<file path="config.mk">
export PLATFORM = sky130hd
export DESIGN_NAME = alu_result_capture_flat
export DESIGN_NICKNAME = d
export VERILOG_FILES = /design/src/rtl/alu_capture_if.sv /design/src/rtl/alu_result_capture.sv /design/src/flat_wrapper.sv
export SDC_FILE = /design/constraint.sdc
export NUM_CORES = 1
export LEC_CHECK = 0
export BUFFER_PORTS_ARGS = -buffer_cell sky130_fd_sc_hd__buf_2
export CAP_MARGIN = 25
export CORE_MARGIN = 5
export CORE_UTILIZATION = 45
export DETAILED_ROUTE_END_ITERATION = 10
export PLACE_DENSITY = 0.7
export SLEW_MARGIN = 20
export SYNTH_ARGS = -nofsm -noshare
export SYNTH_HDL_FRONTEND = slang
export SYNTH_SLANG_ARGS = --single-unit
</file>
<file path="constraint.sdc">
create_clock -name clk -period 3.8 [get_ports clk]
set_clock_uncertainty 0.1 [all_clocks]
set_input_delay 0.76 -clock clk [delete_from_list [all_inputs] [get_ports clk]]
set_output_delay 0.76 -clock clk [all_outputs]
set_load 0.005 [all_outputs]
</file>
<file path="src/rtl/alu_capture_if.sv">
// Handshake bundle between the ALU/consumer side (master) and the result capture block (slave).
// Member names follow the ALU's own signal names so instances wire up one-to-one.
interface alu_capture_if #(
  parameter int N = 4
);
  logic [N-1:0] ALU_Out;
  logic         Negative;
  logic         Zero;
  logic         CarryOut;
  logic         Overflow;
  logic         in_valid;
  logic         in_ready;
  logic         out_valid;
  logic         out_ready;
  logic [N-1:0] out_result;
  logic [3:0]   out_flags;

  modport master (
    output ALU_Out, Negative, Zero, CarryOut, Overflow, in_valid, out_ready,
    input  in_ready, out_valid, out_result, out_flags
  );

  modport slave (
    input  ALU_Out, Negative, Zero, CarryOut, Overflow, in_valid, out_ready,
    output in_ready, out_valid, out_result, out_flags
  );
endinterface

</file>
<file path="src/rtl/alu_result_capture.sv">
// Captures ALU result + NZCV into a DEPTH-entry FIFO with a registered head, plus saturating stats.
// Optional sticky flag accumulator is built only when ALU_CAPTURE_STICKY_EN is defined.
module alu_result_capture #(
  parameter int N     = 4,
  parameter int DEPTH = 4,
  parameter int CW    = 8
) (
  input  logic          clk,
  input  logic          rst,
  alu_capture_if.slave  bus,
  input  logic          clr_stats,
  output logic [CW-1:0] op_count,
  output logic [CW-1:0] ovf_count,
  output logic [CW-1:0] err_count,
  output logic          err_pulse,
  output logic [3:0]    sticky_flags
);

  localparam int              AW      = $clog2(DEPTH);
  localparam logic [AW:0]     DEPTH_C = (AW+1)'(DEPTH);
  localparam logic [AW:0]     CNT_ONE = (AW+1)'(1);
  localparam logic [AW-1:0]   PTR_ONE = AW'(1);
  localparam logic [CW-1:0]   STAT_ONE = CW'(1);

  typedef struct packed {
    logic [N-1:0] result;
    logic [3:0]   flags;  // {N,Z,C,V}
  } entry_t;

  entry_t        mem_q [DEPTH];
  logic [AW-1:0] wr_ptr_q, rd_ptr_q;
  logic [AW:0]   count_q;
  entry_t        head_q, head_d;
  logic          head_load;

  logic [CW-1:0] op_count_q, ovf_count_q, err_count_q;
  logic          err_pulse_q;

  entry_t in_entry;
  logic   full, empty, push, pop, flag_fail;

  assign in_entry  = '{result: bus.ALU_Out,
                       flags:  {bus.Negative, bus.Zero, bus.CarryOut, bus.Overflow}};
  assign full      = (count_q == DEPTH_C);
  assign empty     = (count_q == '0);
  assign push      = bus.in_valid & ~full;
  assign pop       = ~empty & bus.out_ready;
  assign flag_fail = (bus.Zero != (bus.ALU_Out == '0)) | (bus.Negative != bus.ALU_Out[N-1]);

  function automatic logic [CW-1:0] sat_inc(input logic [CW-1:0] v);
    return (&v) ? v : v + STAT_ONE;
  endfunction

  // Head register tracks the FIFO front; the newly pushed entry becomes head when the queue
  // would otherwise be empty after this edge.
  always_comb begin
    head_d    = head_q;
    head_load = 1'b0;
    if (push && empty) begin
      head_d    = in_entry;
      head_load = 1'b1;
    end else if (pop && (count_q > CNT_ONE)) begin
      head_d    = mem_q[rd_ptr_q + PTR_ONE];
      head_load = 1'b1;
    end else if (pop && push) begin
      head_d    = in_entry;
      head_load = 1'b1;
    end
  end

  // NOTE: storage array carries no reset; validity is defined by the pointers and count alone.
  always_ff @(posedge clk) begin
    if (push) mem_q[wr_ptr_q] <= in_entry;
  end

  // NOTE: all sequential state uses non-blocking assignments so every register samples pre-edge values.
  always_ff @(posedge clk or posedge rst) begin
    if (rst) begin
      wr_ptr_q <= '0;
      rd_ptr_q <= '0;
      count_q  <= '0;
      head_q   <= '0;
    end else begin
      if (push) wr_ptr_q <= wr_ptr_q + PTR_ONE;
      if (pop)  rd_ptr_q <= rd_ptr_q + PTR_ONE;
      unique case ({push, pop})
        2'b10:   count_q <= count_q + CNT_ONE;
        2'b01:   count_q <= count_q - CNT_ONE;
        default: count_q <= count_q;
      endcase
      if (head_load) head_q <= head_d;
    end
  end

  // Clear wins over a same-cycle increment; err_pulse is a plain registered copy of a failing push.
  always_ff @(posedge clk or posedge rst) begin
    if (rst) begin
      op_count_q  <= '0;
      ovf_count_q <= '0;
      err_count_q <= '0;
      err_pulse_q <= 1'b0;
    end else begin
      err_pulse_q <= push & flag_fail;
      if (clr_stats) begin
        op_count_q  <= '0;
        ovf_count_q <= '0;
        err_count_q <= '0;
      end else if (push) begin
        op_count_q <= sat_inc(op_count_q);
        if (bus.Overflow) ovf_count_q <= sat_inc(ovf_count_q);
        if (flag_fail)    err_count_q <= sat_inc(err_count_q);
      end
    end
  end

`ifdef ALU_CAPTURE_STICKY_EN
  logic [3:0] sticky_q;

  always_ff @(posedge clk or posedge rst) begin
    if (rst)            sticky_q <= 4'b0000;
    else if (clr_stats) sticky_q <= 4'b0000;
    else if (push)      sticky_q <= sticky_q | in_entry.flags;
  end

  assign sticky_flags = sticky_q;
`else
  assign sticky_flags = 4'b0000;
`endif

  assign bus.in_ready   = ~full;
  assign bus.out_valid  = ~empty;
  assign bus.out_result = head_q.result;
  assign bus.out_flags  = head_q.flags;
  assign op_count       = op_count_q;
  assign ovf_count      = ovf_count_q;
  assign err_count      = err_count_q;
  assign err_pulse      = err_pulse_q;

endmodule

</file>
<file path="src/flat_wrapper.sv">
// flat-port wrapper written by rule: the top's interface ports become plain ports
module alu_result_capture_flat 
#(
  parameter int N     = 4,
  parameter int DEPTH = 4,
  parameter int CW    = 8
)
  (clk, rst, clr_stats, op_count, ovf_count, err_count, err_pulse, sticky_flags, bus_ALU_Out, bus_Negative, bus_Zero, bus_CarryOut, bus_Overflow, bus_in_valid, bus_out_ready, bus_in_ready, bus_out_valid, bus_out_result, bus_out_flags);
  alu_capture_if #(.N(N)) bus_i ();
  input  logic clk;
  input  logic rst;
  input  logic clr_stats;
  output logic [CW-1:0] op_count;
  output logic [CW-1:0] ovf_count;
  output logic [CW-1:0] err_count;
  output logic err_pulse;
  output logic [3:0] sticky_flags;
  input wire logic [$bits(bus_i.ALU_Out)-1:0] bus_ALU_Out;
  input wire logic [$bits(bus_i.Negative)-1:0] bus_Negative;
  input wire logic [$bits(bus_i.Zero)-1:0] bus_Zero;
  input wire logic [$bits(bus_i.CarryOut)-1:0] bus_CarryOut;
  input wire logic [$bits(bus_i.Overflow)-1:0] bus_Overflow;
  input wire logic [$bits(bus_i.in_valid)-1:0] bus_in_valid;
  input wire logic [$bits(bus_i.out_ready)-1:0] bus_out_ready;
  output wire logic [$bits(bus_i.in_ready)-1:0] bus_in_ready;
  output wire logic [$bits(bus_i.out_valid)-1:0] bus_out_valid;
  output wire logic [$bits(bus_i.out_result)-1:0] bus_out_result;
  output wire logic [$bits(bus_i.out_flags)-1:0] bus_out_flags;
  assign bus_i.ALU_Out = bus_ALU_Out;
  assign bus_i.Negative = bus_Negative;
  assign bus_i.Zero = bus_Zero;
  assign bus_i.CarryOut = bus_CarryOut;
  assign bus_i.Overflow = bus_Overflow;
  assign bus_i.in_valid = bus_in_valid;
  assign bus_i.out_ready = bus_out_ready;
  assign bus_in_ready = bus_i.in_ready;
  assign bus_out_valid = bus_i.out_valid;
  assign bus_out_result = bus_i.out_result;
  assign bus_out_flags = bus_i.out_flags;
  alu_result_capture #(.N(N), .DEPTH(DEPTH), .CW(CW)) u_core (.clk(clk), .rst(rst), .bus(bus_i), .clr_stats(clr_stats), .op_count(op_count), .ovf_count(ovf_count), .err_count(err_count), .err_pulse(err_pulse), .sticky_flags(sticky_flags));
endmodule
</file>
==> flow_summary_export.csv <==
group,metric,value,unit
cells_and_area,final_cells,410,
clock_tree,cts_root_buf,"clkbuf_8",
hold_path,worstHoldEndpoint,"u_core.bus.out_flags[0]",
setup_path,r2r-end,"u_core.bus.out_flags[2]",
route,vias_per_cell,5.10,
setup_path,arrival,2.64,ns
hold_path,hp-start,"u_core.bus.out_flags[0]",
grt,antenna_found_initial,0,
setup_path,required,3.93,ns
timing,fin_ws,1.28,ns
timing,fmax,0.398,GHz
synthesis,synthTopCellsByCount,"dfrtp_1, edfxtp_1, nor2_1, xnor2_1",
clock_tree,clk_path_buf_depth,2,
setup_path,start_kind,"register",
setup_path,cp_max_fo,9,
synthesis,async_flop_share,55.6,%
clock_tree,clkLatencyLatePin,0.34,ns
synthesis,ys_warn_count,0,
floorplanning,core.rowCount,31,
setup_path,critical_path_class,"register to register",
setup_path,r2r_setup_slack,1.28,ns
pwr,netSwitchingPower,0.725,mW
clock_tree,cts_hold_buf,0,
synthesis,synthesis.area,3430,sq um
hold_path,hold_class,"register to register",
synthesis,synth-edff-count,32,
floorplanning,die_w,97.3,um
synthesis,ys_ff_latch,72,
hold_path,hold_depth,1,
grt,grt_usage,14.1,%
setup_path,r2r_start,"u_core.count_q[0]",
route,wire_per_inst,14.9,um
placement,place_inst,394,
synthesis,synth_cell_types,39,
clock_tree,post_cts_resized,0,
cells_and_area,nets,332,
pwr,p_per_area,611,nW/um^2
floorplanning,io_pins,52,
clock_tree,post-cts-setup-buffers,0,
pwr,power_frac_seq,47.0,%
grt,grt_max_degree,41,
route,routed_wl,6120,um
pwr,total_leakage_power,1.64,nW
timing,period_needed,2.52,ns
synthesis,syn_inst,256,
grt,grt_pass1_wl,10600,um
job,max-cap-violations,0,
setup_path,reg2reg_depth,6,
clock_tree,cts_tree,"done",
timing,slew_headroom,57.1,%
timing,rsz0062_at_grt,"no",
cells_and_area,drive_gt1_share,30.2,%
clock_tree,cts.clk_slew.worst_paths,0.08,ns
route,drtPass1Iterations,4,
floorplanning,die-height,97.3,um
synthesis,synth_flop_cell,"dfrtp_1",
floorplanning,core_area,7330,sq um
grt,grt_pass1_vias,2200,
pwr,clkPwrFrac,23.0,%
grt,globalRouteOverflowTotal,0,
route,vias,2091,
placement,globalplace.congestion,0.776,
timing,slew_viol_final,0,
synthesis,avgSynthCellArea,13.4,sq um
synthesis,synth.top_cell.area_share,29.2,%
placement,portBuffers,47,
route,route.detailed.drc,0,
cells_and_area,area_growth,14.0,%
timing,hold_viol,0,
placement,dp_hpwl,4270,um
route,drt-initial-drc-count,129,
synthesis,synth_most_common_cell,"dfrtp_1",
pwr,ir_worst_vdd,0.209,mV
cells_and_area,diodes,0,
pwr,p_int,1.66,mW
floorplanning,initial_utilization,46.8,%
run_status,status,"completed",
placement,pre_cts_ws,1.24,ns
timing,period_share,66.2,%
synthesis,ys_seq_area_share,57.2,%
synthesis,ys_top_cells_by_area,"dfrtp_1, edfxtp_1, mux4_2",
setup_path,cp-end-kind,"register",
route,ant_nets,0,
pwr,netSwitchingFraction,30.4,%
timing,setup_viol,0,
timing,worst_pin_slew,0.644,ns
pwr,power_frac_comb,30.0,%
timing,tns,0,ns
synthesis,yosys.area.top_type,"dfrtp_1",
floorplanning,die_area,9470,sq um
clock_tree,numCtsBuffers,9,
clock_tree,cts.sinks,72,
clock_tree,htreeDepth,3,
power by group through the flow:
| stage | sequential (mW) | clock, mW | combinational, mW |
|---|---|---|---|
| floorplan | 1.08 | 0 | 0.618 |
| global placement | 1.13 | 0 | 0.710 |
| detailed placement | 1.14 | 0 | 0.731 |
| CTS | 1.13 | 0.572 | 0.731 |
| global route | 1.15 | 0.612 | 0.797 |
| finish | 1.12 | 0.550 | 0.716 |
area by class of cell:
cell class,instances,area [sq um]
clock buffer,11,153
clock inverter,5,31.3
fill,639,3420
inverter,9,33.8
multi-input combinational,166,1360
sequential,72,1960
tap,99,124
timing repair buffer,48,243
worst max-delay path by stage:
| stage | start | depth (start not counted) | slack, ns | end |
|---|---|---|---|---|
| 6_report | u_core.count_q[0] | 6 | 1.28 | u_core.bus.out_flags[2] |
| 5_1_grt | u_core.count_q[0] | 9 | 1.09 | u_core.err_count[3] |
| 3_3_place_gp | bus_in_valid | 6 | 1.31 | u_core.bus.out_result[3] |
| 4_1_cts | u_core.count_q[0] | 6 | 1.25 | u_core.bus.out_flags[2] |
| 3_5_place_dp | bus_in_valid | 7 | 1.24 | u_core.err_count[3] |
| 2_1_floorplan | u_core.count_q[0] | 10 | 1.61 | u_core.bus.out_flags[0] |
sequential cells by signal, summed over array words and instances (netlist names):
signal,count
u_core.mem_q,32
u_core.op_count,8
u_core.err_count,8
u_core.err_pulse,1
u_core.ovf_count,8
u_core.wr_ptr_q,2
u_core.rd_ptr_q,2
u_core.bus.out_result,4
u_core.bus.out_flags,4
u_core.count_q,3
kinds of logic (layout without fill, tap and decap cells):
family | count (synthesis) | count (layout) | share of synthesized area (%)
fa+ha+maj | 13 | 13 | 4.74
other cells | 1 | 4 | 0.109
xor+xnor | 21 | 21 | 5.36
buf+inv | 21 | 73 | 3.39
simple gates | 80 | 80 | 12.4
mux | 30 | 30 | 13.2
compound gates | 18 | 18 | 3.61
flops | 72 | 72 | 57.2
through the flow:
stage	hold WS, ns	total power [mW]	area, sq um	utilization (%)
CTS	0.421	2.43	3910	53.3
finish	0.411	2.39	3910	53.3
floorplan	0.398	1.70	3440	-
global route	0.438	2.56	3910	53.3
global placement	0.394	1.84	3730	50.8
detailed placement	0.391	1.88	3730	50.8
layout by cell type, fill, tap and decap left out, types with 5 or more instances in the layout:
master	n
buf_2	47
dfrtp_1	40
edfxtp_1	32
nor2_1	25
xnor2_1	18
nand2_1	13
ha_1	13
nand3_1	10
clkbuf_8	9
mux4_2	8
mux2_2	8
mux2_4	8
nor3_1	8
o21ai_0	7
inv_1	7
nand4_1	6
and2_1	5
critical path: stages (launching register included):
cell and delay [ns]:
dfrtp_1 0.44, inv_2 0.07, ha_1 0.23, a211oi_1 0.20
o21a_1 0.41, a311o_1 0.60, mux2_4 0.35
routing by layer:
layer | up-vias | wire [um] | global-route usage (%)
li1 | 1005 | - | -
met1 | 1030 | 2760 | 17.2
met2 | 52 | 3000 | 23.8
met3 | 4 | 332 | 5.10
met4 | 0 | 38 | 3.41
met5 | - | 0 | 0
Note: power is estimated with default switching activity, not from simulation.
